===== config.mk =====
export PLATFORM = sky130hd
export DESIGN_NAME = upower_decode_execute
export DESIGN_NICKNAME = d
export VERILOG_FILES = /design/src/rtl/upower_decode_execute.sv
export SDC_FILE = /design/constraint.sdc
export NUM_CORES = 1
export LEC_CHECK = 0
export CAP_MARGIN = 20
export CORE_MARGIN = 1
export CORE_UTILIZATION = 35
export CTS_CLUSTER_SIZE = 25
export DETAILED_ROUTE_END_ITERATION = 8
export HOLD_SLACK_MARGIN = 0.15
export MAX_ROUTING_LAYER = met4
export SLEW_MARGIN = 10
export SYNTH_ARGS = -nofsm -noshare
export SYNTH_HDL_FRONTEND = slang
export SYNTH_SLANG_ARGS = --single-unit

===== constraint.sdc =====
create_clock -name clk -period 10.4 [get_ports clk]
set_input_delay 2.08 -clock clk [delete_from_list [all_inputs] [get_ports clk]]
set_output_delay 2.08 -clock clk [all_outputs]
set_load 0.02 [all_outputs]

===== src/rtl/upower_decode_execute.sv =====
// Single-cycle decode + execute slice: main control, ALU control, B-operand mux and ALU.
// The only state is a registered copy of the ALU flags.
module upower_decode_execute #(
    parameter int WIDTH = 32
) (
    input  logic             clk,
    input  logic             rst,
    input  logic [31:0]      instruction,
    input  logic [WIDTH-1:0] op_a,
    input  logic [WIDTH-1:0] op_b,
    output logic             reg_dst,
    output logic             alu_src,
    output logic             mem_to_reg,
    output logic             reg_write,
    output logic             mem_read,
    output logic             mem_write,
    output logic             branch,
    output logic [1:0]       alu_op_main,
    output logic [3:0]       alu_ctl,
    output logic [31:0]      immediate,
    output logic [WIDTH-1:0] result,
    output logic             zero,
    output logic             cout,
    output logic             slt,
    output logic             overflow,
    output logic [3:0]       flags_q
);

    localparam logic [5:0] OP_RTYPE = 6'b000000;
    localparam logic [5:0] OP_LW    = 6'b100011;
    localparam logic [5:0] OP_SW    = 6'b101011;
    localparam logic [5:0] OP_BEQ   = 6'b000100;
    localparam logic [5:0] OP_ADDI  = 6'b001000;
    localparam logic [5:0] OP_ANDI  = 6'b001100;
    localparam logic [5:0] OP_ORI   = 6'b001101;

    localparam logic [3:0] ALU_AND = 4'b0000;
    localparam logic [3:0] ALU_OR  = 4'b0001;
    localparam logic [3:0] ALU_ADD = 4'b0010;
    localparam logic [3:0] ALU_SUB = 4'b0110;
    localparam logic [3:0] ALU_SLT = 4'b0111;
    localparam logic [3:0] ALU_NOR = 4'b1100;
    localparam logic [3:0] ALU_BAD = 4'b1111;

    logic [5:0]       opcode;
    logic [3:0]       sel_lo;
    logic [WIDTH-1:0] imm_w;
    logic [WIDTH-1:0] b_op;
    logic [WIDTH:0]   add_full;
    logic [WIDTH:0]   sub_full;
    logic             ovf_add;
    logic             ovf_sub;
    logic [3:0]       flags_d;

    assign opcode    = instruction[31:26];
    assign immediate = {{16{instruction[15]}}, instruction[15:0]};
    assign imm_w     = {{(WIDTH-16){instruction[15]}}, instruction[15:0]};

    // NOTE: every output of a combinational block gets a default first so no path infers a latch.
    always_comb begin
        {reg_dst, alu_src, mem_to_reg, reg_write, mem_read, mem_write, branch} = 7'b0;
        alu_op_main = 2'b00;
        unique case (opcode)
            OP_RTYPE: begin
                {reg_dst, alu_src, mem_to_reg, reg_write, mem_read, mem_write, branch} = 7'b1001000;
                alu_op_main = 2'b10;
            end
            OP_LW: begin
                {reg_dst, alu_src, mem_to_reg, reg_write, mem_read, mem_write, branch} = 7'b0111100;
            end
            OP_SW: begin
                {reg_dst, alu_src, mem_to_reg, reg_write, mem_read, mem_write, branch} = 7'b0100010;
            end
            OP_BEQ: begin
                {reg_dst, alu_src, mem_to_reg, reg_write, mem_read, mem_write, branch} = 7'b0000001;
                alu_op_main = 2'b01;
            end
            OP_ADDI, OP_ANDI, OP_ORI: begin
                {reg_dst, alu_src, mem_to_reg, reg_write, mem_read, mem_write, branch} = 7'b0101000;
                alu_op_main = 2'b11;
            end
            default: ;
        endcase
    end

    // Immediate-format opcodes substitute their own operation for the funct field.
    always_comb begin
        case (opcode)
            OP_ADDI: sel_lo = 4'b0000;
            OP_ANDI: sel_lo = 4'b0100;
            OP_ORI:  sel_lo = 4'b0101;
            default: sel_lo = instruction[3:0];
        endcase
    end

    always_comb begin
        alu_ctl = ALU_BAD;
        case (alu_op_main)
            2'b00: alu_ctl = ALU_ADD;
            2'b01: alu_ctl = ALU_SUB;
            default: begin
                case (sel_lo)
                    4'b0000: alu_ctl = ALU_ADD;
                    4'b0010: alu_ctl = ALU_SUB;
                    4'b0100: alu_ctl = ALU_AND;
                    4'b0101: alu_ctl = ALU_OR;
                    4'b0111: alu_ctl = ALU_NOR;
                    4'b1010: alu_ctl = ALU_SLT;
                    default: alu_ctl = ALU_BAD;
                endcase
            end
        endcase
    end

    assign b_op     = alu_src ? imm_w : op_b;
    assign add_full = {1'b0, op_a} + {1'b0, b_op};
    assign sub_full = {1'b0, op_a} + {1'b0, ~b_op} + (WIDTH+1)'(1);
    assign ovf_add  = (op_a[WIDTH-1] == b_op[WIDTH-1]) && (add_full[WIDTH-1] != op_a[WIDTH-1]);
    assign ovf_sub  = (op_a[WIDTH-1] != b_op[WIDTH-1]) && (sub_full[WIDTH-1] != op_a[WIDTH-1]);
    // Less-than is derived from the subtraction regardless of the selected operation.
    assign slt      = sub_full[WIDTH-1] ^ ovf_sub;

    always_comb begin
        result   = '0;
        cout     = 1'b0;
        overflow = 1'b0;
        case (alu_ctl)
            ALU_AND: result = op_a & b_op;
            ALU_OR:  result = op_a | b_op;
            ALU_NOR: result = ~(op_a | b_op);
            ALU_ADD: begin
                result   = add_full[WIDTH-1:0];
                cout     = add_full[WIDTH];
                overflow = ovf_add;
            end
            ALU_SUB: begin
                result   = sub_full[WIDTH-1:0];
                cout     = sub_full[WIDTH];
                overflow = ovf_sub;
            end
            ALU_SLT: begin
                result   = {{(WIDTH-1){1'b0}}, slt};
                cout     = sub_full[WIDTH];
                overflow = ovf_sub;
            end
            default: result = '0;
        endcase
    end

    assign zero    = (result == '0);
    assign flags_d = {overflow, slt, cout, zero};

    // NOTE: sequential state uses non-blocking assignment so every register samples pre-edge values.
    always_ff @(posedge clk) begin
        if (rst) flags_q <= 4'b0000;
        else     flags_q <= flags_d;
    end

endmodule


==> results by group, run 1 <==
STA
  – Slew headroom: 49.1%
  – Fmax: 100 MHz
  – Final worst slack: around 420 ps
  – Tmin final: roughly 10000 ps
  – Final setup violating endpoints: 0
  – RSZ-0062 raised after global routing: no
  – Final Max Slew Viols: 0
  – WHS: approximately 2500 ps
  – Final hold viol count: 0
  – Fin crit share: ~96%
  – Worst Tran Pin Value: 763 ps

Logic synthesis
  – Syn avg cell area: ~6.5 sq um
  – Mapped Nets: between 1000 and 1500
  – Synth Cell Area: roughly 0.0065 sq mm
  – Seq/Total Area, Yosys: under 10%
  – Ys flop type: dfxtp_1
  – Yosys reg bits: 4
  – Yosys warning count: 0
  – Ys async rst share: 0%
  – Post-synth EDFFs: 0
  – Post-synthesis instance total: 995
  – Synth cell types: 78

Clocking
  – CTS Buf Count: 3
  – H-tree levels: 1
  – Hold-fix buffers, CTS: 0
  – Clock Sinks: 4
  – TritonCTS clock tree: built
  – Root Buffer: clkbuf_16
  – Clk slew on worst S/H paths: 30 ps
  – Clock Path Buffers: 2

Power
  – Maximum VDD drop: around 0.000041 V
  – Leak: about 4.4 nW
  – PwrDens: roughly 80 mW/mm^2

Layout
  – Area added between synthesis and finish: 42.4%
  – Top reg by flops: flags_q
  – Top flop regs: flags_q x4
  – Nets@finish: 1426
  – Antenna diodes: 0
  – Non-Filler Instances: around 1500
  – Share of layout cells above drive strength 1: about 14%
  – Max reg flops: 4

GRT
  – Gr ovfl total: 0
  – Vias in the first global route: slightly below 8000
  – Initial antenna violation count: 0
  – Largest net degree at the start of global routing: 33
  – Gr usage total: between 20% and 30%
  – First-pass GRT wire length: roughly 43000 um

Detailed routing
  – Routed Antenna Nets: 0
  – Post-route DRC: 25
  – WL final: between 20000 and 30000 um
  – Drt wl/cell: between 15 and 20 um
  – Drt first-iter violations: between 700 and 800
  – Average vias per placed instance: between 5 and 6
  – Vias: 8316
  – DRT Pass-1 Iters: 7

Worst setup path
  – CP top delay family: compound AO/OA/AOI/OAI gates
  – CP Class: primary input to primary output
  – CP max-delay cell: clkdlybuf4s50_1
  – WP data arrival: a little under 8000 ps
  – Worst-path cell chain: clkdlybuf4s50_1 -> nor2b_2 -> nand3_1 -> o31ai_1 -> nand2b_1 -> buf_4 -> o21ai_0 -> buf_4 -> ha_1 -> fa_1 -> a21oi_1 -> o221ai_1 -> a31oi_1 -> a31oi_1 -> a2bb2oi_1 -> a21o_1 -> nand4_1 -> o2111a_1 -> mux2_2 -> o22ai_1 -> clkdlybuf4s50_1
  – Worst path bufs/invs: 4
  – Critical Path Start Type: primary input
  – Peak fanout along the critical path: 8
  – Required @ worst endpoint: around 8300 ps
  – CP Capture Type: primary output
  – Critical path's largest stage delay: 670 ps

Die
  – Die ar.: 0.0191 sq mm
  – Chip height: 138 um
  – Row cnt: 49
  – # IOs: 183
  – Die width: 138 um
  – Starting Density: 35.9%
  – Placeable Area: around 0.018 sq mm

Run status
  – Outcome: finished, violations left
  – Failing checks: DRC

Placed design
  – Routability cong.: a little under 1
  – Pre-CTS setup slack: -401 ps
  – Post-Place Cells: between 1000 and 1500
  – Detailed Place HPWL: about 22000 um
  – I/O Buffers: approximately 170

Flow run
  – Max Cap Viol: 0

Min path
  – Worst min path class: primary input to flip-flop
==> cell usage after synthesis, drive strengths merged, types with 13 or more instances <==
| library cell | instances | area share (%) |
|---|---|---|
| ha | 101 | 19 |
| nand3 | 19 | 1.5 |
| o211ai | 17 | 2.0 |
| a21o | 32 | 3.7 |
| o21ai | 55 | 4.3 |
| nor2 | 77 | 4.4 |
| a21oi | 80 | 6.2 |
| o31ai | 13 | 1.7 |
| buf | 39 | 4.2 |
| clkbuf | 47 | 2.7 |
| nand2 | 100 | 5.8 |
| nand2b | 16 | 1.5 |
| inv | 108 | 6.2 |
| a31oi | 13 | 1.3 |
| xnor2 | 14 | 1.9 |
| a221o | 16 | 2.5 |
| nor3 | 20 | 1.5 |
| a211oi | 25 | 3.0 |
==> cells by family after synthesis <==
| family | share of synthesized area (%) |
|---|---|
| xor gates and xnor gates | 2.43 |
| buffers and inverters | 13.2 |
| muxes | 1.56 |
| and+or+nand+nor | 22.8 |
| DFF | 1.23 |
| adders and majority gates | 20.4 |
| AOI/OAI and AO/OA | 38.4 |
==> per-stage QoR <==
step	util (%)	instance area [sq um]	setup TNS (ps)	power (mW)
CTS	50.9	9210	0	0.734
floorplan	-	6500	0	0.386
global route	51.2	9250	0	0.797
detailed placement	50.3	9100	-401	0.665
finish	51.2	9250	0	0.744
global placement	50.3	9100	-371	0.664
==> area by class of cell <==
cell class                 instances  area [sq um]
fill                            1817          8830
inverter                         109           409
multi-input combinational        796          5640
sequential                         4          80.1
clock buffer                       3          75.1
timing repair buffer             310          2770
tap                              229           287
==> per-layer routing <==
layer	wire [um]	share of wire, %	GRT usage (%)
met2	11800	43	44.3
met5	0	0	-
met4	694	2.5	7.45
met1	12700	46	39.0
met3	2110	7.7	4.16
==> power breakdown <==
group	switching [mW]	total (mW)	internal (mW)
Sequential	0.000246	0.0168	0.0166
Combinational	0.368	0.667	0.299
Clock	0.0118	0.0610	0.0492
==> cells in the final DEF (no fill, tap or decap), drive strengths merged, types with 5 or more instances in the layout <==
| cell type | Yosys | final |
|---|---|---|
| xnor2 | 14 | 14 |
| and2 | 9 | 9 |
| o21a | 5 | 5 |
| a21boi | 5 | 5 |
| nor2 | 77 | 77 |
| nand4 | 9 | 9 |
| nand2 | 100 | 100 |
| o211ai | 17 | 17 |
| a311oi | 5 | 5 |
| a21oi | 80 | 80 |
| o221ai | 12 | 12 |
| inv | 108 | 108 |
| mux2i | 9 | 9 |
| o31ai | 13 | 13 |
| a221o | 16 | 16 |
| nor2b | 12 | 12 |
| or3 | 6 | 6 |
| and3 | 7 | 7 |
| ha | 101 | 101 |
| buf | 39 | 138 |
| a221oi | 7 | 7 |
| o22ai | 6 | 6 |
| a211oi | 25 | 25 |
| nor4 | 12 | 12 |
| a22oi | 9 | 9 |
| a31oi | 13 | 13 |
| nand2b | 16 | 16 |
| nand3 | 19 | 19 |
| o21bai | 8 | 8 |
| clkdlybuf4s50 | 0 | 171 |
| a21o | 32 | 32 |
| o21ai | 55 | 55 |
| nor3 | 20 | 20 |
| a211o | 8 | 8 |
| o311ai | 7 | 7 |
==> what timing repair did <==
| item | 4_1_cts | 5_1_grt |
|---|---|---|
| gates resized for setup | 9 | 10 |
| setup buffers | 1 | 1 |
| setup endpoints to repair | 1 | 2 |
| pin swaps | 0 | 2 |
==> path summary, 6_finish.rpt <==
path,start,end,cells after the start
max,instruction[26],result[28],21
min,rst,flags_q[1]$_SDFF_PP0_,2
No activity file was read; power rests on OpenSTA's default activity.
==> run 2: changes to the inputs <==
--- a/config.mk
+++ b/config.mk
@@ -7,11 +7,12 @@
 export LEC_CHECK = 0
 export CAP_MARGIN = 20
 export CORE_MARGIN = 1
-export CORE_UTILIZATION = 35
+export CORE_UTILIZATION = 45
 export CTS_CLUSTER_SIZE = 25
 export DETAILED_ROUTE_END_ITERATION = 8
 export HOLD_SLACK_MARGIN = 0.15
 export MAX_ROUTING_LAYER = met4
+export PLACE_DENSITY = 0.76
 export SLEW_MARGIN = 10
 export SYNTH_ARGS = -nofsm -noshare
 export SYNTH_HDL_FRONTEND = slang
==> run 2 against run 1 <==
Against the previous run: the run now ends clean; largest power group unchanged; core utilization is 12 points higher; sequential power barely moved; power is 4.0% lower; setup slack gained 45 ps; clock power decreased by 1%; highest routed layer unchanged; global-route usage rose by 6.3 points; combinational power decreased by 4.5%; critical endpoint is now zero; non-clock buffer count shrank 47; final area down 4.9%.
==> results by group, run 2 (same netlist as run 1, synthesis figures left out) <==
Layout
  – Antenna diodes: 0 (unchanged)
  – Top reg by flops: flags_q (unchanged)
  – Commonest non-fill, non-tap cells in the layout: 171 x clkdlybuf4s50_1, 107 x inv_1, 101 x ha_1 (was 171 x clkdlybuf4s50_1, 137 x buf_4, 107 x inv_1)
  – Share of layout cells above drive strength 1: 9.87% (was 13.9%)
  – Filler cells: 1346 (was 1817)
  – Nets@finish: 1379 (was 1426)
  – Leading cell type in the layout, fill and taps excluded: clkdlybuf4s50_1 (unchanged)
  – Max reg flops: 4 (unchanged)
  – Fin area: 0.00880 sq mm (was 0.00925 sq mm)
  – Area added between synthesis and finish: 35.4% (was 42.4%)
  – Top flop regs: flags_q x4 (unchanged)
  – Non-Filler Instances: 1355 (was 1451)

GRT
  – Vias in the first global route: 7358 (was 7827)
  – First-pass GRT wire length: 39800 um (was 42700 um)
  – Largest net degree at the start of global routing: 29 (was 33)
  – Gr ovfl total: 0 (unchanged)
  – Initial antenna violation count: 0 (unchanged)
  – Gr usage total: 35.0% (was 28.7%)

Clocking
  – Clock Path Buffers: 2 (unchanged)
  – Clock Sinks: 4 (unchanged)
  – Setup Buffers After CTS: 0 (was 1)
  – TritonCTS clock tree: built (unchanged)
  – Clk slew on worst S/H paths: 30 ps (about the same)
  – H-tree levels: 1 (unchanged)
  – Root Buffer: clkbuf_16 (unchanged)
  – Hold-fix buffers, CTS: 0 (unchanged)
  – CTS Buf Count: 3 (unchanged)

STA
  – Tmin final: 9940 ps (was 9980 ps)
  – Final hold viol count: 0 (unchanged)
  – Final setup violating endpoints: 0 (unchanged)
  – Final Max Slew Viols: 0 (unchanged)
  – Worst Tran Pin Value: 944 ps (was 763 ps)
  – Fmax: 101 MHz (was 100 MHz)
  – Slew headroom: 36.6% (was 49.1%)
  – Fin crit share: 95.6% (was 96.0%)

Detailed routing
  – Drt first-iter violations: 934 (was 789)
  – Routed Antenna Nets: 0 (unchanged)
  – Drt wl/cell: 19.0 um (was 18.8 um)
  – Vias: 8164 (was 8316)
  – Average vias per placed instance: 6.03 (was 5.73)
  – Post-route DRC: 0 (was 25)
  – DRT Pass-1 Iters: 6 (was 7)
  – WL final: 25700 um (was 27300 um)

Worst setup path
  – CP Class: primary input to primary output (unchanged)
  – CP max-delay cell: clkdlybuf4s50_1 (unchanged)
  – CP Capture Type: primary output (unchanged)
  – WP data arrival: 7860 ps (was 7900 ps)
  – Critical Path Start Type: primary input (unchanged)
  – Required @ worst endpoint: 8320 ps (about the same)
  – Peak fanout along the critical path: 17 (was 8)
  – Worst path bufs/invs: 9 (was 4)
  – CP top delay family: compound AO/OA/AOI/OAI gates (unchanged)
  – Critical path's largest stage delay: 490 ps (was 670 ps)

Placed design
  – Detailed Place HPWL: 21000 um (was 22300 um)
  – Routability cong.: 1.02 (was 0.990)
  – Placed inst area: 0.00870 sq mm (was 0.00910 sq mm)
  – Post-Place Cells: 1352 (was 1446)
  – I/O Buffers: 172 (unchanged)

Power
  – NetSw: 368 uW (was 380 uW)
  – Overall power: 714 uW (was 744 uW)
  – Register share of total power: 2.4% (was 2.3%)
  – Maximum VDD drop: 0.0000516 V (was 0.0000414 V)
  – Logic pwr share: 89.2% (was 89.6%)
  – Clock Power Share: 8.4% (was 8.2%)
  – Leak: 4.13 nW (was 4.35 nW)
  – Internal power: 347 uW (was 365 uW)
  – Switching Fraction: 51.5% (was 51.0%)
  – PwrDens: 81.2 mW/mm^2 (was 80.5 mW/mm^2)

Die
  – Starting Density: 46.5% (was 35.9%)
  – Placeable Area: 0.0140 sq mm (was 0.0181 sq mm)
  – Row cnt: 43 (was 49)
  – Die width: 122 um (was 138 um)
  – Chip height: 122 um (was 138 um)
  – # IOs: 183 (unchanged)
  – Die ar.: 0.0149 sq mm (was 0.0191 sq mm)

Run status
  – Outcome: finished clean (was finished, violations left)

Min path
  – Worst min path class: primary input to flip-flop (unchanged)

Flow run
  – Max Cap Viol: 0 (unchanged)
[run 2: cell count changes in the layout (fill, tap and decap cells not counted)]
cell | previous run | this run
a2111oi_0 | 3 | 4
a2111oi_2 | 1 | 0
a211oi_1 | 22 | 23
a211oi_2 | 3 | 2
buf_4 | 137 | 90
clkbuf_2 | 1 | 0
dlymetal6s2s_1 | 0 | 1
nor4_1 | 10 | 12
nor4_2 | 1 | 0
nor4_4 | 1 | 0
o21ai_0 | 52 | 53
o21ai_2 | 2 | 1
o41ai_1 | 1 | 2
o41ai_2 | 1 | 0
[run 2: area by class of cell]
type	instances	area (sq um)	area share (%)
Multi-Input combinational cell	796	5590	63.5
Timing Repair Buffer	263	2420	27.5
Inverter	109	409	4.65
Tap cell	180	225	2.56
Sequential cell	4	80.1	0.910
Clock buffer	3	75.1	0.853
[run 2: power by group through the flow]
stage	clock (mW)	sequential [mW]	combinational [mW]
2_1_floorplan	0	0.0185	0.367
3_3_place_gp	0	0.0170	0.619
3_5_place_dp	0	0.0170	0.622
4_1_cts	0.0613	0.0169	0.626
5_1_grt	0.0628	0.0170	0.688
6_report	0.0601	0.0168	0.637
[run 2: per-stage QoR]
| step | TNS (ps) | hold WS [ps] | worst slack [ps] | util (%) |
|---|---|---|---|---|
| final | 0 | 2470 | 462 | 62.9 |
| after detailed placement | -52.6 | 2690 | -52.6 | 62.2 |
| after global placement | 0 | 2670 | 68.0 | 62.2 |
| after CTS | 0 | 2460 | 11.3 | 62.8 |
| after floorplan | 0 | 2150 | 793 | - |
| after global routing | -8.82 | 2510 | -8.82 | 62.9 |
[run 2: path summary, 6_finish.rpt]
check / startpoint / endpoint / slack [ps] / cells after the start
max: instruction[26] / zero / 460 / 33
min: rst / flags_q[2]$_SDFF_PP0_ / 2470 / 2
[run 2: timing repair]
action                                  4_1_cts  5_1_grt
endpoints found under the setup margin        1        2
resized for setup                             3        5
endpoints found under the hold margin         0        0
[run 2: layer usage]
layer	global-route usage [%]	wire length, um
met1	49.7	11600
met2	52.2	11000
met3	4.45	2560
met4	7.85	491
met5	-	0
